**src/rtl/axis_width_downsizer_pkg.sv**
```systemverilog
`default_nettype none
// ============================================================================
// Module      : axis_width_downsizer_pkg
// Description : Shared stream widths, downsizer state encoding and clog2 helper.
// Revision    : 1.0 - initial release
// ============================================================================
package axis_width_downsizer_pkg;

    localparam int AXIS_WORD_W = 32;
    localparam int AXIS_BYTE_W = 8;

    typedef enum logic [0:0] {
        ST_EMPTY = 1'b0,
        ST_FULL  = 1'b1
    } ds_state_t;

    function automatic int axis_clog2(input int value);
        int result;
        result = 0;
        for (int v = value - 1; v > 0; v = v >> 1) begin
            result = result + 1;
        end
        return result;
    endfunction

endpackage : axis_width_downsizer_pkg
`default_nettype wire

```
**src/rtl/axis_width_downsizer_if.sv**
```systemverilog
`default_nettype none
// ============================================================================
// Module      : axis_width_downsizer_if
// Description : Valid/ready stream bundle; slave side consumes, master side emits.
// Revision    : 1.0 - initial release
// ============================================================================
interface axis_width_downsizer_if
    import axis_width_downsizer_pkg::*;
#(
    parameter int DATA_W = AXIS_WORD_W
);
    logic              tvalid;
    logic [DATA_W-1:0] tdata;
    logic              tready;
    logic              tlast_slice;

    modport master (
        output tvalid,
        output tdata,
        output tlast_slice,
        input  tready
    );

    modport slave (
        input  tvalid,
        input  tdata,
        output tready
    );

endinterface : axis_width_downsizer_if
`default_nettype wire

```
**src/rtl/axis_width_downsizer.sv**
```systemverilog
`default_nettype none
// ============================================================================
// Module      : axis_width_downsizer
// Description : Splits each accepted wide word into RATIO narrow beats, LS first.
// Revision    : 1.0 - initial release
// ============================================================================
module axis_width_downsizer
    import axis_width_downsizer_pkg::*;
#(
    parameter int C_S_AXIS_TDATA_WIDTH = AXIS_WORD_W,
    parameter int C_M_AXIS_TDATA_WIDTH = AXIS_BYTE_W
)(
    input  logic                    clk,
    input  logic                    rstn,
    axis_width_downsizer_if.slave   s_axis,
    axis_width_downsizer_if.master  m_axis
);

    localparam int RATIO   = C_S_AXIS_TDATA_WIDTH / C_M_AXIS_TDATA_WIDTH;
    localparam int CLOG_R  = axis_clog2(RATIO);
    localparam int CNT_W   = (CLOG_R < 1) ? 1 : CLOG_R;
    localparam logic [CNT_W-1:0] C_LAST_IDX = CNT_W'(RATIO - 1);

    generate
        if ((RATIO < 2) || ((C_S_AXIS_TDATA_WIDTH % C_M_AXIS_TDATA_WIDTH) != 0)) begin : g_bad_ratio
            $error("axis_width_downsizer: input width must be >= 2x and a multiple of output width");
        end
    endgenerate

    ds_state_t                          r_state;
    ds_state_t                          w_state_nxt;
    logic [C_S_AXIS_TDATA_WIDTH-1:0]    r_word;
    logic [C_S_AXIS_TDATA_WIDTH-1:0]    w_word_nxt;
    logic [CNT_W-1:0]                   r_idx;
    logic [CNT_W-1:0]                   w_idx_nxt;

    logic                               w_full;
    logic                               w_last;
    logic                               w_s_ready;
    logic                               w_in_hs;
    logic                               w_out_hs;
    logic [RATIO-1:0][C_M_AXIS_TDATA_WIDTH-1:0] w_slices;

    assign w_full    = (r_state == ST_FULL);
    assign w_last    = (r_idx == C_LAST_IDX);
    // Ready looks through to downstream so the last slice can drain and refill in one cycle
    assign w_s_ready = ~w_full | (m_axis.tready & w_last);
    assign w_in_hs   = s_axis.tvalid & w_s_ready;
    assign w_out_hs  = w_full & m_axis.tready;
    assign w_slices  = r_word;

    assign s_axis.tready      = w_s_ready;
    assign m_axis.tvalid      = w_full;
    assign m_axis.tdata       = w_slices[r_idx];
    assign m_axis.tlast_slice = w_full & w_last;

    always_ff @(posedge clk or negedge rstn) begin
        if (!rstn) begin
            r_state <= ST_EMPTY;
            r_word  <= '0;
            r_idx   <= '0;
        end else begin
            r_state <= w_state_nxt;
            r_word  <= w_word_nxt;
            r_idx   <= w_idx_nxt;
        end
    end

    always_comb begin
        w_state_nxt = r_state;
        w_word_nxt  = r_word;
        w_idx_nxt   = r_idx;
        case (r_state)
            ST_EMPTY: begin
                if (w_in_hs) begin
                    w_word_nxt  = s_axis.tdata;
                    w_idx_nxt   = '0;
                    w_state_nxt = ST_FULL;
                end
            end
            ST_FULL: begin
                if (w_out_hs) begin
                    if (!w_last) begin
                        w_idx_nxt = r_idx + CNT_W'(1);
                    end else if (w_in_hs) begin
                        w_word_nxt = s_axis.tdata;
                        w_idx_nxt  = '0;
                    end else begin
                        w_idx_nxt   = '0;
                        w_state_nxt = ST_EMPTY;
                    end
                end
            end
            default: begin
                w_state_nxt = ST_EMPTY;
                w_idx_nxt   = '0;
            end
        endcase
    end

endmodule : axis_width_downsizer
`default_nettype wire

```
**src/flat_wrapper.sv**
```systemverilog
// flat-port wrapper written by rule: the top's interface ports become plain ports
module axis_width_downsizer_flat import axis_width_downsizer_pkg::*;
#(
    parameter int C_S_AXIS_TDATA_WIDTH = AXIS_WORD_W,
    parameter int C_M_AXIS_TDATA_WIDTH = AXIS_BYTE_W
)
  (clk, rstn, s_axis_tvalid, s_axis_tdata, s_axis_tready, m_axis_tvalid, m_axis_tdata, m_axis_tlast_slice, m_axis_tready);
  axis_width_downsizer_if #(.DATA_W(32)) s_axis_i ();
  axis_width_downsizer_if #(.DATA_W(8)) m_axis_i ();
  input  logic clk;
  input  logic rstn;
  input wire logic [$bits(s_axis_i.tvalid)-1:0] s_axis_tvalid;
  input wire logic [$bits(s_axis_i.tdata)-1:0] s_axis_tdata;
  output wire logic [$bits(s_axis_i.tready)-1:0] s_axis_tready;
  output wire logic [$bits(m_axis_i.tvalid)-1:0] m_axis_tvalid;
  output wire logic [$bits(m_axis_i.tdata)-1:0] m_axis_tdata;
  output wire logic [$bits(m_axis_i.tlast_slice)-1:0] m_axis_tlast_slice;
  input wire logic [$bits(m_axis_i.tready)-1:0] m_axis_tready;
  assign s_axis_i.tvalid = s_axis_tvalid;
  assign s_axis_i.tdata = s_axis_tdata;
  assign s_axis_tready = s_axis_i.tready;
  assign m_axis_tvalid = m_axis_i.tvalid;
  assign m_axis_tdata = m_axis_i.tdata;
  assign m_axis_tlast_slice = m_axis_i.tlast_slice;
  assign m_axis_i.tready = m_axis_tready;
  axis_width_downsizer #(.C_S_AXIS_TDATA_WIDTH(C_S_AXIS_TDATA_WIDTH), .C_M_AXIS_TDATA_WIDTH(C_M_AXIS_TDATA_WIDTH)) u_core (.clk(clk), .rstn(rstn), .s_axis(s_axis_i), .m_axis(m_axis_i));
endmodule
```
**config.mk**
```make
export PLATFORM = sky130hd
export DESIGN_NAME = axis_width_downsizer_flat
export DESIGN_NICKNAME = d
export VERILOG_FILES = /design/src/rtl/axis_width_downsizer_pkg.sv /design/src/rtl/axis_width_downsizer_if.sv /design/src/rtl/axis_width_downsizer.sv /design/src/flat_wrapper.sv
export SDC_FILE = /design/constraint.sdc
export NUM_CORES = 1
export LEC_CHECK = 0
export ABC_AREA = 1
export BUFFER_PORTS_ARGS = -buffer_cell sky130_fd_sc_hd__buf_4
export CAP_MARGIN = 0
export CORE_UTILIZATION = 35
export CTS_CLUSTER_DIAMETER = 60
export CTS_CLUSTER_SIZE = 24
export DETAILED_ROUTE_END_ITERATION = 6
export PLACE_DENSITY_LB_ADDON = 0.15
export REMOVE_ABC_BUFFERS = 1
export SETUP_SLACK_MARGIN = 0.15
export SLEW_MARGIN = 20
export SYNTH_ARGS = -nofsm -noshare
export SYNTH_HDL_FRONTEND = slang
export SYNTH_SLANG_ARGS = --single-unit
```
**constraint.sdc**
```tcl
create_clock -name clk -period 3.4 [get_ports clk]
set_input_delay 0.51 -clock clk [delete_from_list [all_inputs] [get_ports clk]]
set_output_delay 0.51 -clock clk [all_outputs]
set_load 0.005 [all_outputs]
```
==> results.tsv <==
metric	value	unit
outcome	complete, no violations	
antenna_found_initial	0	
portBuffers	46	
io_pins	47	
cts_setup_buffers	0	
finalCritPeriodShare	73.2	%
grt_pass1_wl	7130	µm
layout_common_cells	nand2_2 (60), nand3_1 (51), buf_4 (47)	
syn_to_final_growth	18.6	%
start_util	36.3	%
std_cell_rows	27	
clock_sinks	35	
yosysSeqAreaShare	43.5	%
clockRootBuffer	clkbuf_8	
worstMarginPinSlew	0.821	ns
drt_iter0_drc	54	
stdcell_count	354	
max_freq	0.402	GHz
ant_nets	0	
slew_headroom	45.3	%
hold_viol_final	0	
drc	0	
clkTransAtPathRegs	0.06	ns
rsz0062_at_grt	false	
critPathKind	reg -> out	
synth_warnings	0	
drt-wirelength-per-cell	11.7	µm
skew	0.00481	ns
nets	320	
hp-class	in -> async	
synth_seq_cells	35	
dieArea	0.00606	mm²
wl	4160	µm
worstPathRequired	2.89	ns
cts_buffers	5	
gp_congestion	0.676	
hold_buffers	0	
overflow	0	
finalSetupViolations	0	
routed_via_density	4.48	
endpoint_kind	output port	
grt_max_degree	36	
placed_cells	348	
syn_inst	243	
core	0.00554	mm²
firstDrtPassIters	4	
die_h	77.8	µm
die_x	77.8	µm
grtUsageTotal	15.2	%
mostFrequentLayoutCell	nand2_2	
powerDensity	804	mW/mm²
startpoint_type	register	
dp.final_hpwl	2670	µm
post_cts_resized	0	
clk_latency	0.28	ns
netlist_area	0.00201	mm²
grt_pass1_vias	1482	
peakVddDrop	0.346	mV
vias	1587	
drv_cap	0	
h-tree-depth	2	
multi_input_area	887	µm²
fin_crit	2.49	ns
ff_latch_area	876	µm²
cts_tree	done	
n_fill_cell	598	
p_leak	1.27	nW
drv_slew	0	
synth_cell_types	16	
clock_path_buffers	2	
worstPathMaxFanout	28	
drive_gt1_share	43.3	%
tns	0	ns
diodes	0	
crit_arrival	1.98	ns
avgSynthCellArea	8.28	µm²
-- per-stage QoR --
stage	power [mW]	utilization [%]	hold slack, ns	area, µm²	worst slack [ns]
floorplan	1.33	-	0.214	1870	1.64
global placement	1.65	41.8	0.460	2310	1.27
detailed placement	1.67	41.8	0.464	2310	1.20
CTS	1.95	43.1	0.192	2390	0.883
global route	2.11	43.1	0.213	2390	0.751
finish	1.92	43.1	0.176	2390	0.912
-- logic make-up after synthesis --
group	count (synthesis)	synth area share, %
AO/OA/AOI/OAI	1	0.248
adder cells (fa/ha/maj)	1	0.621
buffers and inverters	43	12.4
flip-flops	35	43.5
AND/OR/NAND/NOR	163	43.2
-- sequential cells by signal (all words and copies together) (netlist names) --
name and flops:
u_core.m_axis.tvalid 1, u_core.r_word 32, u_core.r_idx 2
-- worst max-delay path, cell delays in order (launching register included) --
cell and delay, ns:
dfrtp_1 0.88, ha_1 0.29, nand2_1 0.09, nand2_4 0.26, buf_4 0.17
-- metal layers --
layer,part of all wire [%],GRT usage (%)
met1,49,20.5
met2,44,23.3
met3,5.3,4.47
met4,1.3,5.09
met5,0,0
-- cells in the mapped netlist, drive strengths merged --
library cell	count	share of area, %
ha	1	0.62
nand3	51	13
nand2	104	28
dfrtp	35	44
o21ai	1	0.25
or2	8	2.5
inv	29	5.4
buf	14	7.0
-- power by group --
group          leakage (nW)  switching, mW  total, mW  internal, mW
clock                0.0371          0.140      0.276         0.137
sequential            0.434          0.174      0.778         0.604
combinational         0.803          0.449      0.865         0.416
-- final timing paths --
| check | end | slack, ns | startpoint | depth (start not counted) |
|---|---|---|---|---|
| setup / recovery | s_axis_tready | 0.91 | u_core.r_idx[0]$_DFFE_PN0P_ | 4 |
| hold / removal | u_core.r_word[20]$_DFFE_PN0P_ | 0.18 | rstn | 1 |
| setup reg to reg | u_core.r_word[13]$_DFFE_PN0P_ | 1.29 | u_core.r_idx[0]$_DFFE_PN0P_ | 6 |
| hold reg to reg | u_core.r_word[7]$_DFFE_PN0P_ | 0.48 | u_core.r_word[7]$_DFFE_PN0P_ | 2 |
| max in group asynchronous | u_core.r_word[24]$_DFFE_PN0P_ | 2.90 | rstn | 1 |
| min in group clk | u_core.r_word[13]$_DFFE_PN0P_ | 0.46 | s_axis_tdata[13] | 3 |
-- cell type report --
| cell class | instances | area share [%] |
|---|---|---|
| multi-input cells | 165 | 37.2 |
| flip-flops and latches | 35 | 36.7 |
| repair buffers | 47 | 14.8 |
| inverters | 29 | 4.56 |
| well taps | 72 | 3.77 |
| clock buffers | 6 | 3.04 |
(Power assumes the default switching activity.)
